--- src/rtl/rs_pkg.sv ---
// Shared widths and result record for the reservation-station register-update bus.
package rs_pkg;

  localparam int unsigned W_rx_a     = 5;
  localparam int unsigned W_rx_d     = 32;
  localparam int unsigned FIFO_DEPTH = 4;

  // r0 is hardwired zero and never pending, so no RS cell matches it
  localparam logic [W_rx_a-1:0] NULL_ADDR = W_rx_a'(0);

  typedef struct packed {
    logic [W_rx_a-1:0] rd_a;
    logic [W_rx_d-1:0] rd_d;
  } result_t;

endpackage

--- src/rtl/bcast_fifo.sv ---
// Per-pipe result FIFO: synchronous push/pop, async clear, sync flush.
module bcast_fifo
  import rs_pkg::*;
#(
  parameter int unsigned DEPTH = FIFO_DEPTH,
  localparam int unsigned PW   = $clog2(DEPTH),
  localparam int unsigned CW   = PW + 1
) (
  input  logic          clk,
  input  logic          clear_n,
  input  logic          flush,
  input  logic          push,
  input  result_t       din,
  input  logic          pop,
  output result_t       dout,
  output logic          full,
  output logic          empty,
  output logic [CW-1:0] count
);

  logic [PW-1:0] wr_ptr_q, wr_ptr_d;
  logic [PW-1:0] rd_ptr_q, rd_ptr_d;
  logic [CW-1:0] count_q, count_d;
  logic          push_ok;
  logic          pop_ok;
  result_t       mem_q [DEPTH];

  // Push is gated on pre-edge fullness, so a full FIFO never accepts even when popping
  always_comb begin
    push_ok  = push && !full && !flush;
    pop_ok   = pop && !empty && !flush;
    wr_ptr_d = wr_ptr_q;
    rd_ptr_d = rd_ptr_q;
    count_d  = count_q;
    if (flush) begin
      wr_ptr_d = PW'(0);
      rd_ptr_d = PW'(0);
      count_d  = CW'(0);
    end else begin
      if (push_ok) wr_ptr_d = wr_ptr_q + PW'(1);
      if (pop_ok)  rd_ptr_d = rd_ptr_q + PW'(1);
      if (push_ok && !pop_ok)      count_d = count_q + CW'(1);
      else if (pop_ok && !push_ok) count_d = count_q - CW'(1);
    end
  end

  always_ff @(posedge clk or negedge clear_n) begin
    if (!clear_n) begin
      wr_ptr_q <= PW'(0);
      rd_ptr_q <= PW'(0);
      count_q  <= CW'(0);
    end else begin
      wr_ptr_q <= wr_ptr_d;
      rd_ptr_q <= rd_ptr_d;
      count_q  <= count_d;
    end
  end

  // Storage needs no reset; validity is tracked by count
  always_ff @(posedge clk) begin
    if (push_ok) mem_q[wr_ptr_q] <= din;
  end

  assign dout  = mem_q[rd_ptr_q];
  assign full  = (count_q == CW'(DEPTH));
  assign empty = (count_q == CW'(0));
  assign count = count_q;

endmodule

--- src/rtl/result_bcast_arb.sv ---
// Register-update bus transmitter: round-robin between pipe0/pipe1 result FIFOs,
// one registered (addr, data) broadcast per cycle.
module result_bcast_arb
  import rs_pkg::*;
#(
  parameter int unsigned DEPTH = FIFO_DEPTH
) (
  input  logic              clk,
  input  logic              clear_n,
  input  logic              flush,
  input  logic              i_p0_v,
  input  logic [W_rx_a-1:0] i_p0_rd_a,
  input  logic [W_rx_d-1:0] i_p0_rd_d,
  output logic              o_p0_ready,
  input  logic              i_p1_v,
  input  logic [W_rx_a-1:0] i_p1_rd_a,
  input  logic [W_rx_d-1:0] i_p1_rd_d,
  output logic              o_p1_ready,
  output logic [W_rx_a-1:0] addr_reg_upt,
  output logic [W_rx_d-1:0] data_reg_upt,
  output logic              o_bcast_v,
  output logic              o_ovf
);

  localparam int unsigned CW = $clog2(DEPTH) + 1;
  localparam logic RR_P0 = 1'b0;
  localparam logic RR_P1 = 1'b1;

  result_t           p0_din, p1_din, p0_head, p1_head;
  logic              p0_full, p1_full, p0_empty, p1_empty;
  logic [CW-1:0]     p0_count, p1_count;
  logic              p0_push, p1_push, p0_grant, p1_grant;
  logic              rr_q, rr_d;
  logic [W_rx_a-1:0] addr_q, addr_d;
  logic [W_rx_d-1:0] data_q, data_d;
  logic              bcast_v_q, bcast_v_d;
  logic              ovf_q, ovf_d;

  assign p0_din = '{rd_a: i_p0_rd_a, rd_d: i_p0_rd_d};
  assign p1_din = '{rd_a: i_p1_rd_a, rd_d: i_p1_rd_d};

  bcast_fifo #(.DEPTH(DEPTH)) u_p0_fifo (
    .clk     (clk),
    .clear_n (clear_n),
    .flush   (flush),
    .push    (p0_push),
    .din     (p0_din),
    .pop     (p0_grant),
    .dout    (p0_head),
    .full    (p0_full),
    .empty   (p0_empty),
    .count   (p0_count)
  );

  bcast_fifo #(.DEPTH(DEPTH)) u_p1_fifo (
    .clk     (clk),
    .clear_n (clear_n),
    .flush   (flush),
    .push    (p1_push),
    .din     (p1_din),
    .pop     (p1_grant),
    .dout    (p1_head),
    .full    (p1_full),
    .empty   (p1_empty),
    .count   (p1_count)
  );

  assign o_p0_ready = (p0_count != CW'(DEPTH));
  assign o_p1_ready = (p1_count != CW'(DEPTH));

  // Arbitration and next broadcast; the pointer only moves when both heads competed
  always_comb begin
    p0_push   = i_p0_v && o_p0_ready && (i_p0_rd_a != NULL_ADDR);
    p1_push   = i_p1_v && o_p1_ready && (i_p1_rd_a != NULL_ADDR);
    p0_grant  = 1'b0;
    p1_grant  = 1'b0;
    rr_d      = rr_q;
    addr_d    = NULL_ADDR;
    data_d    = data_q;
    bcast_v_d = 1'b0;
    ovf_d     = ovf_q || (i_p0_v && p0_full) || (i_p1_v && p1_full);
    if (!flush) begin
      if (!p0_empty && !p1_empty) begin
        p0_grant = (rr_q == RR_P0);
        p1_grant = (rr_q == RR_P1);
        rr_d     = ~rr_q;
      end else begin
        p0_grant = !p0_empty;
        p1_grant = !p1_empty;
      end
      if (p0_grant) begin
        addr_d    = p0_head.rd_a;
        data_d    = p0_head.rd_d;
        bcast_v_d = 1'b1;
      end else if (p1_grant) begin
        addr_d    = p1_head.rd_a;
        data_d    = p1_head.rd_d;
        bcast_v_d = 1'b1;
      end
    end
  end

  always_ff @(posedge clk or negedge clear_n) begin
    if (!clear_n) begin
      rr_q      <= RR_P0;
      addr_q    <= NULL_ADDR;
      data_q    <= W_rx_d'(0);
      bcast_v_q <= 1'b0;
      ovf_q     <= 1'b0;
    end else begin
      rr_q      <= rr_d;
      addr_q    <= addr_d;
      data_q    <= data_d;
      bcast_v_q <= bcast_v_d;
      ovf_q     <= ovf_d;
    end
  end

  assign addr_reg_upt = addr_q;
  assign data_reg_upt = data_q;
  assign o_bcast_v    = bcast_v_q;
  assign o_ovf        = ovf_q;

endmodule

--- config.mk ---
export PLATFORM = sky130hd
export DESIGN_NAME = result_bcast_arb
export DESIGN_NICKNAME = d
export VERILOG_FILES = /design/src/rtl/rs_pkg.sv /design/src/rtl/bcast_fifo.sv /design/src/rtl/result_bcast_arb.sv
export SDC_FILE = /design/constraint.sdc
export NUM_CORES = 1
export LEC_CHECK = 0
export CAP_MARGIN = 25
export CORE_ASPECT_RATIO = 0.7
export CORE_UTILIZATION = 60
export DETAILED_ROUTE_END_ITERATION = 8
export PLACE_DENSITY = 0.82
export SYNTH_ARGS = -nofsm -noshare
export SYNTH_HDL_FRONTEND = slang
export SYNTH_HIERARCHICAL = 1
export SYNTH_SLANG_ARGS = --single-unit
--- constraint.sdc ---
create_clock -name clk -period 8.4 [get_ports clk]
set_clock_uncertainty 0.1 [all_clocks]
set_input_delay 1.26 -clock clk [delete_from_list [all_inputs] [get_ports clk]]
set_output_delay 1.26 -clock clk [all_outputs]
set_load 0.05 [all_outputs]
==> tab_implementation.tex <==
\begin{tabular}{lr}
\hline
Metric & Value \\
\hline
\multicolumn{2}{l}{\textbf{Routing}} \\
Count of vias placed by the detailed router & about 7,300 \\
Number of detailed-routing iterations run before antenna repair & 5 \\
Total wirelength of the detailed-routed design & between 20,000 and 30,000 microns \\
First DRT Iteration DRCs & 699 \\
Drc violations & 0 \\
Post-route antenna net violation count & 0 \\
Average detailed-routed wire length per instance & 24.2 microns \\
Post-detailed-route via-to-cell ratio & 6.24 \\
\multicolumn{2}{l}{\textbf{Global routing}} \\
Vias in the first global route & 7,329 \\
Met2 track demand over resource in global routing & 0.396 \\
Overall global routing resource usage & 0.250 \\
Aggregate global routing overflow & 0 \\
Global-route wire length before repair & 42,900 microns \\
Met3 GRT Util & 0.0498 \\
Global route hottest layer & met2 \\
Maximum number of pins on one net before global-route repair & 69 \\
Antenna violations before repair & 0 \\
Met1 demand-to-capacity share in global routing & 0.358 \\
\multicolumn{2}{l}{\textbf{Finish}} \\
Area growth, synth to finish & 18.3\% \\
Share of cells above drive strength 1 & 0.185 \\
Area taken by flip-flops and latches & 10,200 sq um \\
Footprint of the multi-input gates & 3270 sq um \\
Filler cell count in the final layout & 1,287 \\
Final net count & about 930 \\
\multicolumn{2}{l}{\textbf{Floorplanning}} \\
Core Region & 22,100 sq um \\
Top-level port count & 120 \\
Die W & between 150 and 200 microns \\
Die area & about 24,000 sq um \\
Number of standard-cell rows in the floorplan & 45 \\
Initial core utilization & 0.623 \\
Y dimension of the die & 129 microns \\
\multicolumn{2}{l}{\textbf{Job}} \\
Max Cap Viol & 0 \\
\multicolumn{2}{l}{\textbf{Timing}} \\
Number of failing hold endpoints at the final stage & 0 \\
Final sum of negative setup slack & 0 ns \\
Fmax & between 0.2 and 0.25 GHz \\
Pins over their slew limit & 0 \\
Slew Limit Headroom & 0.347 \\
Tightest Pin Transition & 0.971 ns \\
Final setup fails & 0 \\
Time the final worst path needs with I/O delays and setup & 4.15 ns \\
Share of the clock period used by the worst path after layout & 0.494 \\
Setup repair after global routing missed its margin & false \\
\multicolumn{2}{l}{\textbf{Logic synthesis}} \\
Number of nets produced by synthesis & 807 \\
Leading register cell type out of synthesis & edfxtp\_1 \\
Post-synthesis instance area & between 10,000 and 15,000 sq um \\
Post-synthesis area per instance & 19.2 sq um \\
Unique masters post-synth & 39 \\
Area leader, netlist & edfxtp\_1 \\
Most frequent cell after synthesis & edfxtp\_1 \\
Sequential area share after synthesis & 0.743 \\
Cell types occupying the most area after synthesis & edfxtp\_1 64\%, mux4\_2 12\%, dfrtp\_1 9.8\% \\
\#FFs+latches synth & 350 \\
Proportion of synthesized flip-flops having asynchronous set or reset & 0.154 \\
Number of warning messages in the yosys log & 6 \\
EDFF count, synth & 296 \\
Top cells by instance count after synthesis & 296 x edfxtp\_1, 74 x mux4\_2, 54 x dfrtp\_1 \\
Fraction of synthesized cell area taken by the top area cell type & 0.645 \\
Post-synthesis cell count & 718 \\
\multicolumn{2}{l}{\textbf{Critical path}} \\
Data arrival time of the critical path & 4.22 ns \\
Endpoint of the worst register-to-register path & u\_p0\_fifo/count[2] \\
Critical Path Sink Type & register \\
Setup slack, reg-to-reg & 4.33 ns \\
Data required time at the worst endpoint & 8.47 ns \\
Logic depth of the worst register-to-register path & 9 \\
Type of origin of the critical path & input pin \\
WS Path Type & in2reg \\
Startpoint of the lowest-slack register-to-register path & u\_p1\_fifo/count[0] \\
CP max FO & 26 \\
\multicolumn{2}{l}{\textbf{Clock tree}} \\
TritonCTS Sinks & 350 \\
Clock buffer count from CTS & 34 \\
Total setup buffers inserted after CTS & 0 \\
Post-CTS Hold Fix Bufs & 0 \\
Number of gates resized after CTS & 0 \\
Max Buffers Root-to-Sink & 3 \\
Max H-tree Level & 2 \\
Root Buffer & clkbuf\_16 \\
TritonCTS clock tree & yes \\
Worst-path clk slew & roughly 0.060 ns \\
Clk\_lat worst skew & 0.51 ns \\
\multicolumn{2}{l}{\textbf{Power and ir drop}} \\
Static Leak & around 5.3 nW \\
Pwr dens & about 340 nW/um\^{}2 \\
Total power consumption of the routed design & 5.54 mW \\
Largest vdd supply drop & 0.000194 V \\
\multicolumn{2}{l}{\textbf{Outcome}} \\
Status & completed \\
\multicolumn{2}{l}{\textbf{Hold path}} \\
Min-Delay Path Class & reg2reg \\
WHS Endpoint & o\_ovf \\
Hold path depth & 1 \\
Launch point of the worst hold path & o\_ovf \\
\multicolumn{2}{l}{\textbf{Place}} \\
Post-detail-place hpwl & 17,700 microns \\
GPL Wtd Cong & 0.824 \\
Count of input and output buffers & 119 \\
\hline
\end{tabular}
-- registers in the layout, summed over array words and instances (netlist names) --
register and cells:
addr_reg_upt 5, data_reg_upt 32, o_bcast_v 1, o_ovf 1
rr_q 1, u_p0_fifo/count 3, u_p0_fifo/mem_q 148, u_p0_fifo/rd_ptr_q 2
u_p0_fifo/wr_ptr_q 2, u_p1_fifo/count 3, u_p1_fifo/mem_q 148, u_p1_fifo/rd_ptr_q 2
u_p1_fifo/wr_ptr_q 2
-- cell type report --
cell class                      count  area share
Clock buffer                       45      0.0578
Tap cell                          305      0.0234
Clock inverter                     16     0.00851
Sequential cell                   350       0.628
Timing Repair Buffer              135      0.0800
Multi-Input combinational cell    314       0.200
Inverter                           10     0.00230
Antenna cell                        1    0.000153
-- worst max-delay path, cell delays in order --
cell	delay, ns
clkdlybuf4s50_1	0.56
nor3_1	0.08
a21oi_1	0.55
inv_1	0.26
nor3_1	0.38
and2_1	0.62
buf_4	0.48
-- worst max-delay path by stage --
stage | from | to | slack [ns] | cells after the start
floorplan | i_p0_rd_a[1] | u_p0_fifo/mem_q[0][0] | 4.90 | 5
global placement | i_p1_rd_a[2] | u_p1_fifo/mem_q[0][17] | 4.09 | 7
detailed placement | i_p1_rd_a[3] | u_p1_fifo/mem_q[0][10] | 3.83 | 7
CTS | i_p1_rd_a[3] | u_p1_fifo/mem_q[0][28] | 4.38 | 7
global route | u_p1_fifo/count[0] | u_p0_fifo/count[2] | 4.06 | 9
finish | i_p1_rd_a[1] | u_p1_fifo/mem_q[0][21] | 4.25 | 7
-- cells by family (layout without fill, tap and decap cells) --
kind of cell    count (synthesis)  in the layout  share of synthesized area
xor+xnor                        5              5                    0.00318
compound gates                 95             95                     0.0441
mux                            82             82                      0.127
other cells                     0              1                          0
buf+inv                        54            206                     0.0214
simple gates                  122            122                     0.0515
flops                         350            350                      0.743
fa+ha+maj                      10             10                     0.0102
-- layout by cell type (no fill, tap or decap), types with 3 or more instances in the layout --
cell type        count
nor2_1              53
mux4_2              74
clkdlybuf4s50_1    118
mux2_2               4
clkbuf_8             3
clkbuf_1             7
nand3b_1            38
clkinv_1             4
dfrtp_1             52
clkbuf_16           35
clkinv_2             6
buf_4               16
a22o_1               5
ha_1                 8
and2_1               8
edfxtp_1           296
mux2i_1              4
inv_1               10
o21ai_0             36
nor3_2               3
xor2_1               5
a31oi_1             32
nor3_1               6
a21oi_1              6
-- per-stage QoR --
step / setup WS (ns) / area, sq um / std cells / utilization / hold WS [ns]
2_1_floorplan: 4.90 / 13800 / 718 / - / 0.378
3_3_place_gp: 4.09 / 15200 / 1114 / 0.688 / 0.374
3_5_place_dp: 3.83 / 15200 / 1114 / 0.688 / 0.382
5_1_grt: 4.06 / 16300 / 1175 / 0.737 / 0.449
6_report: 4.25 / 16300 / 1176 / 0.737 / 0.412
4_1_cts: 4.38 / 16300 / 1175 / 0.737 / 0.414
-- per-layer routing --
metal	part of all wire	wire [microns]	vias to the layer above
met1	0.42	12000	3773
li1	-	-	3155
met5	0	0	-
met4	0.023	643	0
met2	0.48	13700	357
met3	0.076	2150	54
-- report_power, final --
group | total, mW | switching [mW] | leakage, nW | internal (mW)
registers | 2.28 | 0.154 | 3.32 | 2.13
logic | 1.78 | 1.10 | 1.47 | 0.679
clock network | 1.47 | 0.619 | 0.532 | 0.856
(Power assumes the default switching activity.)
